## config.mk

```make
export PLATFORM = sky130hd
export DESIGN_NAME = quantum_scheduler_flat
export DESIGN_NICKNAME = d
export VERILOG_FILES = /design/src/rtl/quantum_scheduler_if.sv /design/src/rtl/quantum_scheduler.sv /design/src/flat_wrapper.sv
export SDC_FILE = /design/constraint.sdc
export NUM_CORES = 1
export LEC_CHECK = 0
export CORE_ASPECT_RATIO = 1.75
export CORE_MARGIN = 2
export CORE_UTILIZATION = 57
export DETAILED_ROUTE_END_ITERATION = 12
export PLACE_DENSITY = 0.86
export SETUP_SLACK_MARGIN = 0.2
export SLEW_MARGIN = 10
export SYNTH_ARGS = -nofsm -noshare
export SYNTH_HDL_FRONTEND = slang
export SYNTH_SLANG_ARGS = --single-unit
```

## constraint.sdc

```tcl
create_clock -name clk_i -period 4.6 [get_ports clk_i]
set_input_delay 0.69 -clock clk_i [delete_from_list [all_inputs] [get_ports clk_i]]
set_output_delay 0.69 -clock clk_i [all_outputs]
set_load 0.03 [all_outputs]
```

## src/rtl/quantum_scheduler_if.sv

```systemverilog
// Scheduler <-> CPU control-unit signal bundle.
// master: CPU control unit side, slave: quantum_scheduler side.
interface quantum_scheduler_if #(
   parameter int PID_W     = 3,
   parameter int QUANTUM_W = 16
);
   logic                 stop;
   logic                 quantum_load;
   logic [QUANTUM_W-1:0] quantum_value;
   logic                 proc_add;
   logic [PID_W-1:0]     proc_add_id;
   logic                 proc_kill;
   logic [PID_W-1:0]     proc_kill_id;
   logic                 yield;
   logic                 switch_ack;
   logic                 switch_done;
   logic                 sigint;
   logic [PID_W-1:0]     next_pid;
   logic                 next_valid;
   logic [PID_W-1:0]     cur_pid;
   logic                 idle;
   logic                 sched_err;

   modport master (
      output stop, quantum_load, quantum_value, proc_add, proc_add_id,
             proc_kill, proc_kill_id, yield, switch_ack, switch_done,
      input  sigint, next_pid, next_valid, cur_pid, idle, sched_err
   );

   modport slave (
      input  stop, quantum_load, quantum_value, proc_add, proc_add_id,
             proc_kill, proc_kill_id, yield, switch_ack, switch_done,
      output sigint, next_pid, next_valid, cur_pid, idle, sched_err
   );
endinterface

```

## src/rtl/quantum_scheduler.sv

```systemverilog
// Round-robin process scheduler: ready mask, quantum timer, preemption
// interrupt and save/dispatch/restore handshake sequencing.
// Optional feature: define SCHED_WATCHDOG_EN to enable an 8-bit handshake
// timeout in IRQ/DISPATCH that sets the sticky sched_err flag.
//
// state    | meaning
// ---------+-----------------------------------------------------------
// IDLE     | no process running, waiting for a nonzero ready mask
// SELECT   | one-cycle round-robin search starting after cur_pid
// DISPATCH | next_pid offered to CPU, waiting for switch_done
// RUN      | cur_pid owns the CPU, quantum counter running
// IRQ      | sigint raised, waiting for switch_ack (context saved)
module quantum_scheduler #(
   parameter int NPROC           = 8,
   parameter int PID_W           = 3,
   parameter int QUANTUM_W       = 16,
   parameter int QUANTUM_DEFAULT = 5000
) (
   input  logic                clk_i,
   input  logic                rst_ni,
   quantum_scheduler_if.slave  sched_if
);

   localparam logic [2:0] ST_IDLE     = 3'd0;
   localparam logic [2:0] ST_SELECT   = 3'd1;
   localparam logic [2:0] ST_DISPATCH = 3'd2;
   localparam logic [2:0] ST_RUN      = 3'd3;
   localparam logic [2:0] ST_IRQ      = 3'd4;

   logic [2:0]           state_q, state_d;
   logic [NPROC-1:0]     ready_q, ready_d;
   logic [QUANTUM_W-1:0] quantum_q, quantum_d;
   logic [QUANTUM_W-1:0] counter_q, counter_d;
   logic                 sigint_q, sigint_d;
   logic [PID_W-1:0]     next_pid_q, next_pid_d;
   logic                 next_valid_q, next_valid_d;
   logic [PID_W-1:0]     cur_pid_q, cur_pid_d;
   logic                 idle_q, idle_d;

   logic                 found;
   logic [PID_W-1:0]     sel_pid;
   int                   idx;
   logic                 add_ok, kill_ok, kill_cur, expire;

`ifdef SCHED_WATCHDOG_EN
   logic [7:0]           wdog_q, wdog_d;
   logic                 err_q, err_d;
`endif

   // Out-of-range slot ids are dropped; kill of the running process is special.
   always_comb begin
      add_ok   = sched_if.proc_add  && (int'(sched_if.proc_add_id)  < NPROC);
      kill_ok  = sched_if.proc_kill && (int'(sched_if.proc_kill_id) < NPROC);
      kill_cur = kill_ok && (sched_if.proc_kill_id == cur_pid_q);
      expire   = (quantum_q != '0) && (counter_q == quantum_q - QUANTUM_W'(1));
   end

   // Round-robin search: cur_pid+1 upward with wrap, cur_pid examined last.
   always_comb begin
      found   = 1'b0;
      sel_pid = '0;
      idx     = 0;
      for (int i = 1; i <= NPROC; i++) begin
         idx = (int'(cur_pid_q) + i) % NPROC;
         if (!found && ready_q[PID_W'(idx)]) begin
            found   = 1'b1;
            sel_pid = PID_W'(idx);
         end
      end
   end

   // Next-state logic for the FSM, ready mask, quantum and counter.
   always_comb begin
      state_d      = state_q;
      ready_d      = ready_q;
      quantum_d    = quantum_q;
      counter_d    = counter_q;
      sigint_d     = sigint_q;
      next_pid_d   = next_pid_q;
      next_valid_d = next_valid_q;
      cur_pid_d    = cur_pid_q;
      idle_d       = idle_q;
`ifdef SCHED_WATCHDOG_EN
      wdog_d       = '0;
      err_d        = err_q;
`endif

      if (sched_if.quantum_load) quantum_d = sched_if.quantum_value;

      case (state_q)
         ST_IDLE: begin
            idle_d = 1'b1;
            if (|ready_q) state_d = ST_SELECT;
         end
         ST_SELECT: begin
            if (found) begin
               next_pid_d   = sel_pid;
               next_valid_d = 1'b1;
               state_d      = ST_DISPATCH;
            end else begin
               idle_d  = 1'b1;
               state_d = ST_IDLE;
            end
         end
         ST_DISPATCH: begin
            if (sched_if.switch_done) begin
               cur_pid_d    = next_pid_q;
               next_valid_d = 1'b0;
               idle_d       = 1'b0;
               counter_d    = '0;
               state_d      = ST_RUN;
            end
         end
         ST_RUN: begin
            // A killed process has no context worth saving, so skip IRQ.
            if (kill_cur) begin
               state_d = ST_SELECT;
            end else if (sched_if.yield || (!sched_if.stop && expire)) begin
               sigint_d = 1'b1;
               state_d  = ST_IRQ;
            end else if (!sched_if.stop) begin
               counter_d = counter_q + QUANTUM_W'(1);
            end
         end
         ST_IRQ: begin
            if (kill_cur || sched_if.switch_ack) begin
               sigint_d = 1'b0;
               state_d  = ST_SELECT;
            end
         end
         default: begin
            state_d = ST_IDLE;
         end
      endcase

      if (add_ok)  ready_d[sched_if.proc_add_id]  = 1'b1;
      if (kill_ok) ready_d[sched_if.proc_kill_id] = 1'b0;

`ifdef SCHED_WATCHDOG_EN
      // 255 consecutive cycles without ack/done: abandon the handshake and
      // retire the offending process.
      if ((state_q == ST_IRQ && !sched_if.switch_ack && !kill_cur) ||
          (state_q == ST_DISPATCH && !sched_if.switch_done)) begin
         if (wdog_q == 8'd254) begin
            err_d              = 1'b1;
            sigint_d           = 1'b0;
            next_valid_d       = 1'b0;
            ready_d[cur_pid_q] = 1'b0;
            state_d            = ST_SELECT;
         end else begin
            wdog_d = wdog_q + 8'd1;
         end
      end
`endif
   end

   // State registers with asynchronous reset.
   always_ff @(posedge clk_i or negedge rst_ni) begin
      if (!rst_ni) begin
         state_q      <= ST_IDLE;
         ready_q      <= '0;
         quantum_q    <= QUANTUM_W'(QUANTUM_DEFAULT);
         counter_q    <= '0;
         sigint_q     <= 1'b0;
         next_pid_q   <= '0;
         next_valid_q <= 1'b0;
         cur_pid_q    <= '0;
         idle_q       <= 1'b1;
      end else begin
         state_q      <= state_d;
         ready_q      <= ready_d;
         quantum_q    <= quantum_d;
         counter_q    <= counter_d;
         sigint_q     <= sigint_d;
         next_pid_q   <= next_pid_d;
         next_valid_q <= next_valid_d;
         cur_pid_q    <= cur_pid_d;
         idle_q       <= idle_d;
      end
   end

`ifdef SCHED_WATCHDOG_EN
   // Watchdog counter and sticky error flag.
   always_ff @(posedge clk_i or negedge rst_ni) begin
      if (!rst_ni) begin
         wdog_q <= '0;
         err_q  <= 1'b0;
      end else begin
         wdog_q <= wdog_d;
         err_q  <= err_d;
      end
   end

   assign sched_if.sched_err = err_q;
`else
   assign sched_if.sched_err = 1'b0;
`endif

   assign sched_if.sigint     = sigint_q;
   assign sched_if.next_pid   = next_pid_q;
   assign sched_if.next_valid = next_valid_q;
   assign sched_if.cur_pid    = cur_pid_q;
   assign sched_if.idle       = idle_q;

endmodule

```

## src/flat_wrapper.sv

```systemverilog
// flat-port wrapper written by rule: the top's interface ports become plain ports
module quantum_scheduler_flat 
#(
   parameter int NPROC           = 8,
   parameter int PID_W           = 3,
   parameter int QUANTUM_W       = 16,
   parameter int QUANTUM_DEFAULT = 5000
)
  (clk_i, rst_ni, sched_if_stop, sched_if_quantum_load, sched_if_quantum_value, sched_if_proc_add, sched_if_proc_add_id, sched_if_proc_kill, sched_if_proc_kill_id, sched_if_yield, sched_if_switch_ack, sched_if_switch_done, sched_if_sigint, sched_if_next_pid, sched_if_next_valid, sched_if_cur_pid, sched_if_idle, sched_if_sched_err);
  quantum_scheduler_if #(.PID_W(PID_W), .QUANTUM_W(QUANTUM_W)) sched_if_i ();
  input  logic clk_i;
  input  logic rst_ni;
  input wire logic [$bits(sched_if_i.stop)-1:0] sched_if_stop;
  input wire logic [$bits(sched_if_i.quantum_load)-1:0] sched_if_quantum_load;
  input wire logic [$bits(sched_if_i.quantum_value)-1:0] sched_if_quantum_value;
  input wire logic [$bits(sched_if_i.proc_add)-1:0] sched_if_proc_add;
  input wire logic [$bits(sched_if_i.proc_add_id)-1:0] sched_if_proc_add_id;
  input wire logic [$bits(sched_if_i.proc_kill)-1:0] sched_if_proc_kill;
  input wire logic [$bits(sched_if_i.proc_kill_id)-1:0] sched_if_proc_kill_id;
  input wire logic [$bits(sched_if_i.yield)-1:0] sched_if_yield;
  input wire logic [$bits(sched_if_i.switch_ack)-1:0] sched_if_switch_ack;
  input wire logic [$bits(sched_if_i.switch_done)-1:0] sched_if_switch_done;
  output wire logic [$bits(sched_if_i.sigint)-1:0] sched_if_sigint;
  output wire logic [$bits(sched_if_i.next_pid)-1:0] sched_if_next_pid;
  output wire logic [$bits(sched_if_i.next_valid)-1:0] sched_if_next_valid;
  output wire logic [$bits(sched_if_i.cur_pid)-1:0] sched_if_cur_pid;
  output wire logic [$bits(sched_if_i.idle)-1:0] sched_if_idle;
  output wire logic [$bits(sched_if_i.sched_err)-1:0] sched_if_sched_err;
  assign sched_if_i.stop = sched_if_stop;
  assign sched_if_i.quantum_load = sched_if_quantum_load;
  assign sched_if_i.quantum_value = sched_if_quantum_value;
  assign sched_if_i.proc_add = sched_if_proc_add;
  assign sched_if_i.proc_add_id = sched_if_proc_add_id;
  assign sched_if_i.proc_kill = sched_if_proc_kill;
  assign sched_if_i.proc_kill_id = sched_if_proc_kill_id;
  assign sched_if_i.yield = sched_if_yield;
  assign sched_if_i.switch_ack = sched_if_switch_ack;
  assign sched_if_i.switch_done = sched_if_switch_done;
  assign sched_if_sigint = sched_if_i.sigint;
  assign sched_if_next_pid = sched_if_i.next_pid;
  assign sched_if_next_valid = sched_if_i.next_valid;
  assign sched_if_cur_pid = sched_if_i.cur_pid;
  assign sched_if_idle = sched_if_i.idle;
  assign sched_if_sched_err = sched_if_i.sched_err;
  quantum_scheduler #(.NPROC(NPROC), .PID_W(PID_W), .QUANTUM_W(QUANTUM_W), .QUANTUM_DEFAULT(QUANTUM_DEFAULT)) u_core (.clk_i(clk_i), .rst_ni(rst_ni), .sched_if(sched_if_i));
endmodule
```

### Yosys cells after proc, flatten, opt, wreduce, memory -nomap -nowiden

Cells that the tools add are included.

* register bits: 52
* bits of input ports: 31
* output and inout port bits: 10
* word-level logic and storage cells: 153

* add/sub/neg operators: 10
* order comparisons: 12
* equal/unequal tests: 16
* mux-type cells: 67
* bitwise gates (word level): 3
* reductions and logical operators: 36

Operators by type and width (number)
* 16-bit two-way mux: 4
* 3-bit by 5-bit < comparator with 1-bit output (second input constant): 8
* 3-bit two-way mux: 13
* 1-bit two-way mux: 32
* 16-bit one-hot mux with 2 select lines: 1
* 1-bit binary-select mux with 3-bit select: 8
* 16-bit by 1-bit adder with 16-bit output (second input constant): 1
* 16-bit equality test: 1
* 8-bit two-way mux: 2
* 16-bit nonzero test: 1
* 16-bit by 1-bit subtractor with 16-bit output (second input constant): 1
* 3-bit one-hot mux with 5 select lines: 1
* 3-bit adder (second input constant): 4
* 1-bit logical AND: 12
* 2-bit inequality test (second input constant): 5
* 8-bit AND: 1
* 1-bit zero test: 8
* 3-bit by 4-bit < comparator with 1-bit output (second input constant): 2
* 2-bit by 1-bit inequality test with 1-bit output (second input constant): 4
* 8-bit inverter: 1
* 8-bit bitwise OR: 1
* 4-bit AND reduction: 2
* 8-bit OR reduction: 1
* 3-bit by 1-bit adder with 3-bit output (second input constant): 2
* other kinds (18): 28

### Longest topological paths before layout

Gate-level depths: netlist (run 1).

* depth in word-level cells: 28
* depth in mapped cells: 14
* depth with buffers taken out: 11

### Worst setup path before layout (run 1)

No wires, ideal clock.

* path type: register to register
* start: register u_core.cur_pid_q[0] (netlist: u_core.sched_if.cur_pid[0])
* end: register u_core.next_pid_q[0] (netlist: u_core.sched_if.next_pid[0])
* setup time: 0.127 ns
* arrival: 3.543 ns
* data required time: 4.473 ns
* path slack: 0.931 ns
* stages on the path, launching flop included: 14
* path buffers: 3
* clock period less this slack: 3.669 ns
* cell sequence: dfrtp_1 > buf_2 > buf_2 > inv_1 > ha_1 > buf_2 > mux4_2 > mux2i_1 > nand2_1 > nor4_1 > and3_1 > a31o_2 > nor2b_1 > nor3_1

* cells in the longest elaborated chain, start to end: 27
* elaborated cells between the ends (all ways): 63
* classes of those cells: add/sub: 8; mux: 40; reduce/logical: 15

Ends and longest elaborated chain
* start: declaration: line quantum_scheduler.sv:37 `logic [PID_W-1:0] cur_pid_q, cur_pid_d;`
* start signal: assignment: line quantum_scheduler.sv:177 `cur_pid_q <= cur_pid_d;`
* 3-bit by 1-bit adder with 3-bit output: line quantum_scheduler.sv:64 `idx = (int'(cur_pid_q) + i) % NPROC;`
* 1-bit binary-select mux with 3-bit select: line quantum_scheduler.sv:65 `if (!found && ready_q[PID_W'(idx)]) begin`
* 1-bit two-way mux (implied by the code) (2 in a row): line quantum_scheduler.sv:65
* 1-bit two-way mux: line quantum_scheduler.sv:65
* 1-bit zero test: line quantum_scheduler.sv:65
* 1-bit logical AND: line quantum_scheduler.sv:65
* 1-bit two-way mux: line quantum_scheduler.sv:65
* 1-bit zero test: line quantum_scheduler.sv:65
* (+10 left out)
* 1-bit two-way mux: line quantum_scheduler.sv:65
* 1-bit zero test: line quantum_scheduler.sv:65
* 1-bit logical AND: line quantum_scheduler.sv:65
* 1-bit two-way mux: line quantum_scheduler.sv:65
* 1-bit zero test: line quantum_scheduler.sv:65
* 1-bit logical AND: line quantum_scheduler.sv:65
* 1-bit two-way mux: line quantum_scheduler.sv:65
* 2-bit AND reduction (no line)
* end signal: assignment: line quantum_scheduler.sv:175 `next_pid_q <= next_pid_d;`
* end: declaration: line quantum_scheduler.sv:35 `logic [PID_W-1:0] next_pid_q, next_pid_d;`

Parallel ways exist; a longest one is shown, timed or not. The select of a mux whose other input is x is not followed.
A chain may end at the register's enable or synchronous reset.

### Worst setup path after layout (run 1)

* start: register u_core.cur_pid_q[1] (netlist: u_core.sched_if.cur_pid[1])
* end: register u_core.next_pid_q[0] (netlist: u_core.sched_if.next_pid[0])

The elaborated chain is that of the path after synthesis.

==> flow_summary.ini, run 1 <==
[outcome]
outcome = finished clean

[sta]
finalHoldViolations = 0
rsz0062_at_grt = false
whs_ns = 0.504
setup_slack_ns = 0.974
tightest_slew_ns = 0.772
fin_crit_sh = 0.788
relSlewSlack = 0.482
period_minus_slack_ns = 3.63
setup_tns_ns = 0
fmax_ghz = 0.276
drv_slew = 0
setup_viol = 0
finalClockSkew_ns = 0.00842

[power]
max-vdd-ir-drop_uv = 511
power.density_mw_per_mm2 = 544
p_leak_nw = 1.71
p_total_mw = 2.38

[detailed_routing]
drc = 0
viasPerCell = 6.62
wirelength_um = 9890
vias = 3541
drt_first_pass_iters = 5
drt_iter0_drc = 247
post_drt_wl_per_cell_um = 18.5
ant_nets = 0

[cts]
cts_buffers = 5
clkLatencyLatePin_ns = 0.29
cts_tree = built
root_buffer = clkbuf_16
clk_pin_slew_worst_paths_ns = 0.07
ctsLongestPathBuffers = 2
hold_buffers = 0
cts.sinks = 52
postCtsSetupRepairBufs = 0
cts_resized = 0
htree_num_levels = 2

[yosys]
synth.net_count = 465
ys_seq_area_frac = 0.342
syn_avg_cell_area_um2 = 8.92
yosys_most_used_dff = dfrtp_1
synth_edf_count = 0
yosysWarnings = 0
yosys_register_bits = 52
postSynthCellCount = 429
async_flop_share = 1.00
synth_area_mm2 = 0.00383
ys_types = 69

[global_route]
grt.total_usage = 0.275
antenna_found_initial = 0
overflow = 0
grt_pass1_wl_um = 16000
grt_max_degree = 53
grt_pass1_vias = 3442

[placement]
place_ws_ns = 1.09
gp_congestion = 0.955
port_buffers = 39
place_area_mm2 = 0.00422
hpwlAfterDp_um = 7300
placedCellCount = 527

[cells_and_area]
fin_nets = 488
multi_input_area_mm2 = 0.00235
stdcell_count = 535
post-route-util = 0.668
antenna_cells = 0
drive_gt1_frac = 0.126
finish.instance_area_mm2 = 0.00437
regArea_mm2 = 0.00131
area_growth_pct = 14.0
fillers = 546

[floorplan]
io_pins = 41
initial_core_util = 0.586
dieArea_mm2 = 0.00741
die_y_um = 112
die_w_um = 66.0
rows = 39
core_mm2 = 0.00654

[worst_setup_path]
critPathRequiredTime_ns = 4.77
critPathKind = register to register
cp.arrival_ns = 3.79
path_cells = inv_1 -> ha_1 -> mux4_2 -> mux2i_1 -> nand2_1 -> nor4_1 -> and3_1 -> a31o_2 -> nor2b_1 -> nor3_1
endpoint_kind = register
cp-start-kind = register
worstPathMaxFanout = 9
slowest_stage = mux4_2
slowest_delay_ns = 0.61

[run]
max_cap_viol_count = 0

[worst_hold_path]
min_path_type = register to register
[cells in the mapped netlist, types with 3 or more instances]
library cell,count,area [um^2]
a21oi_1,24,120
a221oi_1,3,26.3
a31oi_1,11,68.8
a41oi_1,3,26.3
and3_1,5,31.3
buf_2,3,15.0
clkbuf_1,19,71.3
dfrtp_1,46,1150
dfstp_2,6,158
ha_1,5,62.6
inv_1,12,45.0
mux2_2,16,180
mux2i_1,9,90.1
mux4_2,8,180
nand2_1,47,176
nand2b_1,4,25.0
nand3_1,12,60.1
nand4_1,4,25.0
nand4b_1,3,26.3
nor2_1,46,173
nor2b_1,9,56.3
nor3_1,13,65.1
nor4_1,9,56.3
o21ai_0,20,100
o22ai_1,3,18.8
o31ai_1,3,22.5
or4_1,4,30.0
xnor2_1,28,245
xor2_1,5,43.8
[placed cells by master (no fill, tap or decap), types with 13 or more instances in the layout]
cell	instances
nor2_1	46
nand2_1	47
a21oi_1	24
mux2_2	16
clkdlybuf4s50_1	38
dfrtp_1	46
xnor2_1	28
o21ai_0	20
nor3_1	13
[routing by layer]
metal  share of wire  track usage  up-vias  wire (um)
met4           0.049        0.148        0        480
met1            0.35        0.286     1726       3420
met2            0.56        0.508      148       5540
li1                -            -     1617          -
met3           0.046       0.0411       50        454
met5               0            0        -          0
[worst max-delay path, delay by kind of cell, from the launching register on]
family / cells / cell delay, ns
AO/OA/AOI/OAI: 1 / 0.27
adder cells (fa/ha/maj): 1 / 0.53
buffers and inverters: 1 / 0.09
flip-flops: 1 / 0.35
multiplexers: 2 / 1.03
AND/OR/NAND/NOR: 5 / 1.23
[where the power goes]
part / internal (mW) / switching [mW]
sequential: 0.550 / 0.155
combinational: 0.554 / 0.732
clock: 0.217 / 0.167
[registers in the layout, summed over array words and instances (netlist names)]
name and flops:
u_core.counter_q 16, u_core.quantum_q 16, u_core.ready_q 8, u_core.sched_if.cur_pid 3, u_core.sched_if.next_pid 3, u_core.state_q 3, u_core.sched_if.idle 1, u_core.sched_if.next_valid 1
u_core.sched_if.sigint 1
[cell families (layout without fill, tap and decap cells)]
kind of cell    count (synthesis)  after routing  synth area share
other cells                     1              1          0.000979
simple gates                  177            177             0.252
mux                            33             33             0.118
fa+ha+maj                       5              5            0.0163
xor+xnor                       33             33            0.0755
compound gates                 90             90             0.152
buf+inv                        38             62            0.0441
flops                          52             52             0.342
[path summary, 6_finish.rpt]
path / cells after the start / to / slack (ns) / start
setup / recovery: 10 / u_core.sched_if.next_pid[0] / 0.97 / u_core.sched_if.cur_pid[1]
hold / removal: 2 / u_core.sched_if.next_valid / 0.50 / u_core.sched_if.next_valid
setup reg to reg: 10 / u_core.sched_if.next_pid[0] / 0.97 / u_core.sched_if.cur_pid[1]
hold reg to reg: 2 / u_core.sched_if.next_valid / 0.50 / u_core.sched_if.next_valid
max in group asynchronous: 2 / u_core.sched_if.next_pid[0] / 3.63 / rst_ni
min in group asynchronous: 2 / u_core.counter_q[6] / 0.51 / rst_ni
[cell type report]
type	count	area share
clock buffers	7	0.0327
clock inverters	1	0.00172
inverters	12	0.0103
multi-input cells	339	0.539
flip-flops and latches	52	0.300
well taps	82	0.0235
repair buffers	42	0.0934
No activity file was read; power rests on OpenSTA's default activity.
==> inputs of run 2 (changes only) <==
Settings changed: CORE_UTILIZATION 57 to 52, PLACE_DENSITY 0.86 to 0.83.
Clock period 4.6 ns to 3.2 ns, I/O delays scaled along.
==> flow_summary.ini, run 2 (same netlist as run 1, synthesis figures left out) <==
[cells_and_area]
post-route-util = 0.663
area_growth_pct = 24.4
fillers = 567
fin_nets = 516
final_common_cell = nand2_1
layout_common_cells = nand2_1 (46), nor2_1 (45), dfrtp_1 (43), clkdlybuf4s50_1 (38), buf_4 (29)
drive_gt1_frac = 0.208
top_regs = u_core.counter_q (16), u_core.quantum_q (16), u_core.ready_q (8)
antenna_cells = 0

[placement]
hpwlAfterDp_um = 7590
port_buffers = 39
gp_congestion = 0.847

[detailed_routing]
post_drt_wl_per_cell_um = 18.5
vias = 3597
drt_first_pass_iters = 6
drc = 0
viasPerCell = 6.34
ant_nets = 0
drt_iter0_drc = 252
wirelength_um = 10500

[sta]
relSlewSlack = 0.559
rsz0062_at_grt = true
finalHoldViolations = 0
finalClockSkew_ns = 0.00468
period_minus_slack_ns = 3.12
tightest_slew_ns = 0.662
setup_viol = 0
setup_tns_ns = 0
fmax_ghz = 0.321
fin_crit_sh = 0.974
drv_slew = 0

[global_route]
grt_pass1_wl_um = 16300
grt.total_usage = 0.263
overflow = 0
grt_pass1_vias = 3480
grt_max_degree = 52
antenna_found_initial = 0

[cts]
cts.sinks = 52
clkLatencyLatePin_ns = 0.30
cts_buffers = 5
cts_tree = built
hold_buffers = 0
clk_pin_slew_worst_paths_ns = 0.07
ctsLongestPathBuffers = 2
htree_num_levels = 2
root_buffer = clkbuf_16

[power]
swShare = 0.418
p_int_mw = 2.34
max-vdd-ir-drop_uv = 528
p_total_mw = 4.02
p_seq_frac = 0.248
p_sw_mw = 1.68
p_comb_frac = 0.559
p_leak_nw = 1.89
power_frac_clock = 0.193
power.density_mw_per_mm2 = 845

[floorplan]
rows = 41
die_w_um = 68.9
die_y_um = 118
dieArea_mm2 = 0.00809
initial_core_util = 0.533
io_pins = 41
core_mm2 = 0.00718

[outcome]
outcome = finished clean

[run]
max_cap_viol_count = 0

[worst_hold_path]
min_path_type = input port to async pin

[worst_setup_path]
critPathKind = register to register
worstPathMaxFanout = 9
critPathRequiredTime_ns = 3.37
cp-start-kind = register
cp.arrival_ns = 3.28
endpoint_kind = register
run 2: timing repair:
item	CTS	global route
buffers inserted	2	12
setup endpoints to repair	18	21
cloned	0	0
gates resized for setup	2	11
pin swaps	2	10
run 2: per-layer routing:
metal  share of wire  vias to the layer above  track usage
met2            0.56                      150        0.478
met5               0                        -            0
met4           0.044                        0        0.135
li1                -                     1667            -
met3           0.052                       43       0.0497
met1            0.35                     1737        0.268
run 2: power groups by stage:
| stage | sequential [mW] | clock [mW] | combinational, mW |
|---|---|---|---|
| 6_report | 0.997 | 0.776 | 2.25 |
| 5_1_grt | 1.01 | 0.808 | 2.45 |
| 4_1_cts | 0.988 | 0.779 | 2.10 |
| 3_5_place_dp | 0.999 | 0 | 2.08 |
| 3_3_place_gp | 0.992 | 0 | 2.02 |
| 2_1_floorplan | 1.01 | 0 | 1.54 |
run 2: worst max-delay path: stages (launching register included):
cell	delay, ns
dfrtp_1	0.47
inv_1	0.12
ha_1	0.33
xnor2_1	0.13
or4_1	0.53
nor4_1	0.39
nand4b_1	0.20
nor3_2	0.21
buf_6	0.17
nand4b_1	0.16
xor2_1	0.22
nor2_1	0.06
run 2: final timing paths:
check	startpoint	to	slack (ns)	cells after the start
setup / recovery	u_core.quantum_q[0]	u_core.counter_q[13]	0.08	11
hold / removal	rst_ni	u_core.quantum_q[1]	0.21	1
setup reg to reg	u_core.quantum_q[0]	u_core.counter_q[13]	0.08	11
hold reg to reg	u_core.sched_if.next_valid	u_core.sched_if.next_valid	0.50	2
max in group asynchronous	rst_ni	u_core.quantum_q[8]	2.41	2
min in group clk_i	u_core.sched_if.next_valid	u_core.sched_if.next_valid	0.50	2
run 2: cell type report:
cell class,count,area [um^2],area share
Tap cell,86,108,0.0226
Inverter,12,47.5,0.00998
Clock inverter,3,90.1,0.0189
Timing Repair Buffer,70,641,0.134
Multi-Input combinational cell,339,2440,0.512
Sequential cell,52,1310,0.275
Clock buffer,5,125,0.0263
run 2: through the flow:
stage                     instances  hold slack [ns]  worst slack [ns]  instance area (um^2)
after floorplan                 429            0.184             0.135                  3910
after global placement          545            0.469             0.218                  4390
after detailed placement        545            0.479            0.0520                  4390
after CTS                       555            0.454             0.227                  4620
after global routing            567            0.264           -0.0325                  4760
final                           567            0.208            0.0833                  4760
==> inputs of run 3 (changes only) <==
Settings changed: ABC_AREA set to 1.
==> flow_summary.ini, run 3 <==
[sta]
tightest_slew_ns = 0.811
relSlewSlack = 0.459
period_minus_slack_ns = 2.58
setup_viol = 0
fin_crit_sh = 0.805
fmax_ghz = 0.388
rsz0062_at_grt = false
setup_tns_ns = 0
drv_slew = 0
finalClockSkew_ns = 0.00933
finalHoldViolations = 0

[cells_and_area]
drive_gt1_frac = 0.106
antenna_cells = 0
layout_common_cells = nand2_1 (189), nor2_1 (74), inv_1 (67), dfrtp_1 (45), nand3_1 (43)
fillers = 706
area_growth_pct = 14.4
final_common_cell = nand2_1
top_regs = u_core.counter_q (16), u_core.quantum_q (16), u_core.ready_q (8)
stdcell_count = 742
fin_nets = 689

[yosys]
ys_top_cells_by_area = dfrtp_1 (28%), nand2_1 (17%), nor2_1 (6.8%), inv_1 (6.2%), nand3_1 (5.3%)
synth_xor_area_frac = 0.0578
postSynthCellCount = 618
ys_types = 45
synthAdderAreaFrac = 0.0154
yosys_register_bits = 52
synth_edf_count = 0
synth_top_area_frac = 0.283
synth_common_cells = nand2_1 (189), nor2_1 (74), inv_1 (67)
yosys_most_used_dff = dfrtp_1
synth_largest_area_cell = dfrtp_1
async_flop_share = 1.00
yosysMostFrequentCell = nand2_1
synth-simple-area-share = 0.433
synth-compound-area-share = 0.0720
syn_avg_cell_area_um2 = 6.58
yosysWarnings = 0
ys_seq_area_frac = 0.322
synth_area_mm2 = 0.00407
synth.net_count = 654
synth_top_family_by_area = simple AND/OR/NAND/NOR gates
synthMuxAreaShare = 0.00277

[global_route]
grt_pass1_vias = 4068
overflow = 0
grt.total_usage = 0.254
grt_max_degree = 37
antenna_found_initial = 0
grt_pass1_wl_um = 17500

[power]
swShare = 0.504
p_leak_nw = 2.25
p_sw_mw = 1.75
p_int_mw = 1.73
power.density_mw_per_mm2 = 748
power_frac_clock = 0.166
max-vdd-ir-drop_uv = 345
p_seq_frac = 0.272
p_comb_frac = 0.563

[detailed_routing]
drc = 0
wl_met2_um = 5710
vias = 4090
top_layer = met4
wirelength_um = 10300
wl_met1_um = 3740
drt_iter0_drc = 226
routed-wl-met3_um = 323
ant_nets = 0
post_drt_wl_per_cell_um = 13.9
viasPerCell = 5.51
drt_first_pass_iters = 5

[worst_setup_path]
worstPathMaxFanout = 13
slowest_stage = dfrtp_2
slowest_delay_ns = 0.51
cp.arrival_ns = 2.78
cp_common_cell = nand2_1
critPathRequiredTime_ns = 3.41
critPathKind = register to register
endpoint_kind = register
cp-start-kind = register
path_cells = inv_2 -> ha_1 -> inv_1 -> nand3_1 -> nand3_1 -> nand2_2 -> nor2_4 -> nand4_2 -> nor2_2 -> nand4_1 -> nand2_1 -> inv_1 -> nand2_1 -> nand2_1
cp_num_buf_inv = 3
cp_top_family = simple AND/OR/NAND/NOR gates

[outcome]
outcome = finished clean

[floorplan]
core_mm2 = 0.00757
dieArea_mm2 = 0.00857
die_w_um = 70.9
rows = 42
initial_core_util = 0.538
die_y_um = 121
io_pins = 41

[cts]
postCtsSetupRepairBufs = 0
cts_buffers = 5
htree_num_levels = 2
clkLatencyLatePin_ns = 0.31
clk_pin_slew_worst_paths_ns = 0.08
root_buffer = clkbuf_16
ctsLongestPathBuffers = 2
cts.sinks = 52
cts_tree = built

[run]
max_cap_viol_count = 0

[placement]
gp_congestion = 0.999
hpwlAfterDp_um = 8240
placedCellCount = 734
port_buffers = 39

[worst_hold_path]
min_path_type = input port to async pin
==> run 3: path summary, 6_finish.rpt <==
path,slack (ns),cells after the start,start,endpoint
worst max-delay path,0.62,14,u_core.sched_if.cur_pid[0],u_core.sched_if.next_pid[1]
worst min-delay path,0.26,1,rst_ni,u_core.sched_if.sigint
worst min register to register,0.49,2,u_core.sched_if.idle,u_core.sched_if.idle
min in group clk_i,0.49,2,u_core.sched_if.idle,u_core.sched_if.idle
max in group asynchronous,2.19,2,rst_ni,u_core.counter_q[14]
worst max register to register,0.62,14,u_core.sched_if.cur_pid[0],u_core.sched_if.next_pid[1]
==> run 3: power by group through the flow <==
| stage | sequential [mW] | clock, mW | combinational [mW] |
|---|---|---|---|
| finish | 0.945 | 0.576 | 1.96 |
| global route | 0.967 | 0.605 | 2.20 |
| CTS | 0.944 | 0.579 | 1.93 |
| detailed placement | 0.957 | 0 | 1.93 |
| global placement | 0.950 | 0 | 1.90 |
| floorplan | 0.996 | 0 | 1.39 |
==> run 3: logic make-up after synthesis <==
family	Yosys count
flip-flops	52
AO/OA/AOI/OAI	55
AND/OR/NAND/NOR	384
XOR/XNOR	26
adder cells (fa/ha/maj)	5
other	1
buffers and inverters	94
multiplexers	1
==> run 3: layout make-up <==
cell class              instances  area [um^2]  area share
inverters                      79          298      0.0640
clock buffers                   5          125      0.0269
flip-flops and latches         52         1310       0.282
repair buffers                 43          415      0.0893
well taps                      88          110      0.0237
multi-input cells             472         2370       0.509
clock inverters                 3         27.5     0.00592
==> run 3: repair_timing <==
action                     in CTS  in global routing
hold buffers                    0                  0
setup endpoints to repair       0                  2
resized for setup               0                  1
==> run 3: per-layer routing <==
metal,vias to the layer above,global-route usage
met5,-,0
met4,0,0.151
met2,127,0.480
li1,2025,-
met3,45,0.0332
met1,1893,0.257
==> run 3: per-stage QoR <==
stage	utilization	total power [mW]	setup slack, ns	hold slack (ns)	area (um^2)
after floorplan	-	2.39	0.744	0.184	4070
after global placement	0.594	2.85	0.593	0.478	4500
after detailed placement	0.594	2.88	0.519	0.483	4500
after CTS	0.615	3.45	0.516	0.288	4650
after global routing	0.615	3.77	0.320	0.334	4650
final	0.615	3.48	0.625	0.261	4650
